## src/rtl/ifetch_stage.sv

```systemverilog
// Minisys instruction fetch stage: owns the PC, fetches over a variable-latency
// imem handshake and selects the next PC. Optional feature macro: IFETCH_ALIGN_CHECK_EN.
module ifetch_stage #(
  parameter logic [31:0] RESET_PC = 32'h0000_0000,
  parameter int          ADDR_W   = 16
) (
  input  logic              clock,
  input  logic              reset,
  output logic              imem_req,
  output logic [ADDR_W-1:0] imem_addr,
  input  logic              imem_ack,
  input  logic [31:0]       imem_rdata,
  output logic [31:0]       Instruction,
  output logic [31:0]       PC_plus_4,
  output logic [31:0]       opcplus4,
  output logic              instr_valid,
  input  logic [31:0]       Addr_result,
  input  logic [31:0]       Read_data_1,
  input  logic              Zero,
  input  logic              Branch,
  input  logic              nBranch,
  input  logic              Jmp,
  input  logic              Jal,
  input  logic              Jr
`ifdef IFETCH_ALIGN_CHECK_EN
  ,
  output logic              fetch_err
`endif
);

  typedef enum logic [1:0] {
    FETCH = 2'd0,
    EXEC  = 2'd1
`ifdef IFETCH_ALIGN_CHECK_EN
    ,
    HALT  = 2'd2
`endif
  } state_t;

  state_t      state;
  state_t      state_nxt;
  logic [31:0] pc;
  logic [31:0] next_pc;
  logic [31:0] pc_d;
  logic        pc_load;
  logic        branch_taken;
  logic        fetch_done;

  assign PC_plus_4    = pc + 32'd4;
  assign branch_taken = (Branch & Zero) | (nBranch & ~Zero);
  assign fetch_done   = (state == FETCH) && imem_ack;

  always_comb begin
    next_pc = PC_plus_4;
    if (Jr)
      next_pc = Read_data_1;
    else if (Jmp || Jal)
      next_pc = {PC_plus_4[31:28], Instruction[25:0], 2'b00};
    else if (branch_taken)
      next_pc = Addr_result;
  end

`ifdef IFETCH_ALIGN_CHECK_EN
  logic misaligned;
  assign misaligned = |next_pc[1:0];
  assign pc_d       = next_pc;
  assign pc_load    = (state == EXEC) && !misaligned;
`else
  // Without the check a misaligned target is silently rounded down to a word.
  assign pc_d    = next_pc & 32'hFFFF_FFFC;
  assign pc_load = (state == EXEC);
`endif

  always_ff @(posedge clock or negedge reset) begin
    if (!reset)
      state <= FETCH;
    else
      state <= state_nxt;
  end

  always_comb begin
    state_nxt = state;
    case (state)
      FETCH: if (imem_ack) state_nxt = EXEC;
`ifdef IFETCH_ALIGN_CHECK_EN
      EXEC:  state_nxt = misaligned ? HALT : FETCH;
      HALT:  state_nxt = HALT;
`else
      EXEC:  state_nxt = FETCH;
`endif
      default: state_nxt = FETCH;
    endcase
  end

  // Request is gated by reset so an abandoned fetch drops the request at once.
  always_comb begin
    imem_req    = (state == FETCH) && reset;
    instr_valid = (state == EXEC);
    imem_addr   = pc[ADDR_W-1:0];
  end

  always_ff @(posedge clock or negedge reset) begin
    if (!reset)
      pc <= RESET_PC;
    else if (pc_load)
      pc <= pc_d;
  end

  always_ff @(posedge clock or negedge reset) begin
    if (!reset) begin
      Instruction <= 32'h0;
      opcplus4    <= 32'h0;
    end else if (fetch_done) begin
      Instruction <= imem_rdata;
      opcplus4    <= PC_plus_4;
    end
  end

`ifdef IFETCH_ALIGN_CHECK_EN
  always_ff @(posedge clock or negedge reset) begin
    if (!reset)
      fetch_err <= 1'b0;
    else if ((state == EXEC) && misaligned)
      fetch_err <= 1'b1;
  end
`endif

  a_req_valid_exclusive: assert property (
    @(posedge clock) disable iff (!reset) !(imem_req && instr_valid));
  a_valid_single_cycle: assert property (
    @(posedge clock) disable iff (!reset) instr_valid |=> !instr_valid);

endmodule

```

## config.mk

```make
export PLATFORM = sky130hd
export DESIGN_NAME = ifetch_stage
export DESIGN_NICKNAME = d
export VERILOG_FILES = /design/src/rtl/ifetch_stage.sv
export SDC_FILE = /design/constraint.sdc
export NUM_CORES = 1
export LEC_CHECK = 0
export ABC_CLOCK_PERIOD_IN_PS = 3810
export CORE_UTILIZATION = 30
export CTS_CLUSTER_DIAMETER = 50
export DETAILED_ROUTE_END_ITERATION = 7
export HOLD_SLACK_MARGIN = 0.05
export SYNTH_ARGS = -nofsm -noshare
export SYNTH_HDL_FRONTEND = slang
export SYNTH_SLANG_ARGS = --single-unit
```

## constraint.sdc

```tcl
create_clock -name clock -period 3.81 [get_ports clock]
set_clock_uncertainty 0.15 [all_clocks]
set_input_delay 1.143 -clock clock [delete_from_list [all_inputs] [get_ports clock]]
set_output_delay 1.143 -clock clock [all_outputs]
set_load 0.05 [all_outputs]
```

==> flow_summary.yaml <==
global_route:
  grt_use_met2: 0.347
  antenna_found_initial: 1
  grt_pass1_vias: 5238
  grt_first_pass_wirelength_mm: 30.2
  grtUsageMet3: 0.0484
  grt_max_degree: 63
  track_usage: 0.220
  grt_overflow: 0
  grt_busiest_layer: "met2"
  globalRouteMet1Util: 0.295
cts:
  cts_tree: "done"
  hold_buffers: 0
  cts_inserted_buffers: 9
  h-tree-depth: 3
  clockBufferDepth: 2
  clk_pin_slew_ps: 70
  root_buffer: "clkbuf_16"
  clock_sinks: 93
  insertion_delay_ps: 350
critical_path:
  crit_family: "simple AND/OR/NAND/NOR gates"
  r2r-start: "pc[16]"
  r2r_cells: 5
  slowest_stage: "or4_4"
  cp-endpoint: "PC_plus_4[30]"
  worstPathMaxFanout: 6
  path_cells: "nand4_1 > or4_4 > or4_4 > xnor2_4 > buf_12"
  required_ps: 2520
  critPathLaunchType: "register"
  critical_path.max_stage_delay_ps: 560
  crit_type: "register to output pin"
  r2r_setup_slack_ps: 1390
  r2r-end: "pc[26]"
  worstPathArrival_ps: 2430
  endpoint_kind: "output pin"
  crit_top_cell: "or4_4"
  crit_start: "pc[16]"
  cp_num_buf_inv: 1
  crit_cells: 5
sta:
  tns_ps: 0
  rsz0062_at_grt: "no"
  period_minus_slack_ps: 3730
  whs_ps: 324
  tightest_slew_ps: 880
  relSlewSlack: 0.414
  final.period_utilization: 0.978
  slew_violations: 0
  finalSetupViolations: 0
  fin_ws_ps: 84.7
  hold_viol_final: 0
  clock.fmax_mhz: 268
yosys:
  syn_inst: 626
  synth-seq-cells: 93
  yosys_most_used_dff: "dfrtp_1"
  synth_area_sq_mm: 0.00528
  synth_warnings: 0
  yosys.area.top_type: "dfrtp_1"
  yosysUniqueCellTypes: 55
  ys_async_sr_fraction: 1.00
  synth_top_area_frac: 0.441
  synth.avg_cell_area_sq_um: 8.43
  yosys-top-cells-area: "dfrtp_1, nand2_1, mux2_2"
  synth_edf_count: 0
  ys_seq_area_frac: 0.441
floorplan:
  core_region_area_sq_mm: 0.0172
  die_w_microns: 135
  io_pins: 219
  rows: 48
  start_util: 0.306
  dieArea_sq_mm: 0.0181
  die_y_microns: 135
power:
  power.density_mw_per_mm2: 524
  power.leakage_nw: 3.51
  ir_drop_v: 0.000254
flow_run:
  cap_violations: 0
layout:
  layout-drive-gt1-share: 0.147
  mostFrequentLayoutCell: "clkdlybuf4s50_1"
  final_nets: 932
  syn_to_final_growth_pct: 55.8
  final_cell_mix: "clkdlybuf4s50_1, nand2_1, dfrtp_1"
drt:
  antenna_left: 0
  drc_errors: 0
  wl_mm: 19.8
  drtPass1Iterations: 5
  wl_per_cell_microns: 18.8
  num_vias: 5400
  avgViaCountPerCell: 5.11
  drt_iter0_markers: 390
placed_design:
  dp_hpwl_mm: 14.4
  place_congestion: 0.817
  io_buffers: 208
  pre_cts_ws_ps: 211
outcome:
  status: "finished, final reports clean"
hold_path:
  hp-class: "register to register"
[per-layer routing]
layer / vias to the layer above / share of wire
met5: - / 0
met4: 0 / 0.022
met3: 29 / 0.078
met2: 204 / 0.47
met1: 2612 / 0.43
li1: 2555 / -
[cells in the mapped netlist, types with 3 or more instances]
cell and n:
nand2_1 152, dfrtp_1 93, nor2_1 47, clkbuf_1 37, a21oi_1 32, o21ai_0 30, buf_4 20, nand3_1 19
mux2_2 18, inv_1 17, xnor2_1 16, nand4_1 11, xor2_1 10, nor4_1 9, a211oi_1 7, and3_1 7
nor3_1 7, nand2b_1 6, or3_1 6, a221o_1 5, a221oi_1 5, a31oi_1 5, o2bb2ai_1 5, and4_1 4
o31ai_1 4, or4_1 4, a22o_1 3, and2_1 3, o211ai_1 3, o22ai_1 3, o41ai_1 3, or2_2 3
[worst min-delay path, cell delays in order, from the launching register on]
cell and delay [ps]:
dfrtp_1 340, nand2_1 50, nand2_1 50
[what timing repair did]
action	in CTS	in global routing
gates resized for setup	3	10
pin swaps	1	1
setup endpoints to repair	6	8
setup buffers	1	3
[power by group]
group,switching [W],total (W),internal [W],leakage (nW)
clock network,0.000394,0.000982,0.000589,0.152
registers,0.000171,0.00134,0.00117,1.12
logic,0.00125,0.00198,0.000737,2.24
[logic make-up after synthesis]
group                    count (synthesis)  synth area share
AND/OR/NAND/NOR                        282             0.241
buffers and inverters                   78            0.0702
AO/OA/AOI/OAI                          126             0.161
multiplexers                            19            0.0403
XOR/XNOR                                26            0.0432
adder cells (fa/ha/maj)                  1           0.00237
flip-flops                              93             0.441
other                                    1          0.000711
[metrics by stage]
step	utilization	instances	power, W	cell area, sq um
after global routing	0.477	1056	0.00448	8220
after global placement	0.453	1036	0.00331	7810
after CTS	0.473	1052	0.00432	8150
final	0.477	1056	0.00430	8220
after floorplan	-	631	0.00253	5310
after detailed placement	0.453	1036	0.00332	7810
[worst min-delay path by stage]
stage,from,end,slack (ps),cells past startpoint
2_1_floorplan,pc[22],pc[22],360,1
3_3_place_gp,Instruction[31],Instruction[31],310,2
3_5_place_dp,opcplus4[17],opcplus4[17],310,2
4_1_cts,opcplus4[9],opcplus4[9],330,2
5_1_grt,Instruction[30],Instruction[30],350,2
6_report,opcplus4[11],opcplus4[11],320,2
[registers in the layout, indices dropped and copies added, names as in the netlist]
signal and cells:
pc 30, opcplus4 30, Instruction 32, state 1
[final cells by class]
| type | count | area, sq um |
|---|---|---|
| fill | 1670 | 9020 |
| sequential | 93 | 2330 |
| inverter | 17 | 63.8 |
| clock buffer | 11 | 243 |
| antenna | 1 | 2.50 |
| multi-input combinational | 460 | 2670 |
| clock inverter | 4 | 72.6 |
| tap | 225 | 282 |
| timing repair buffer | 245 | 2550 |
(Power assumes the default switching activity.)
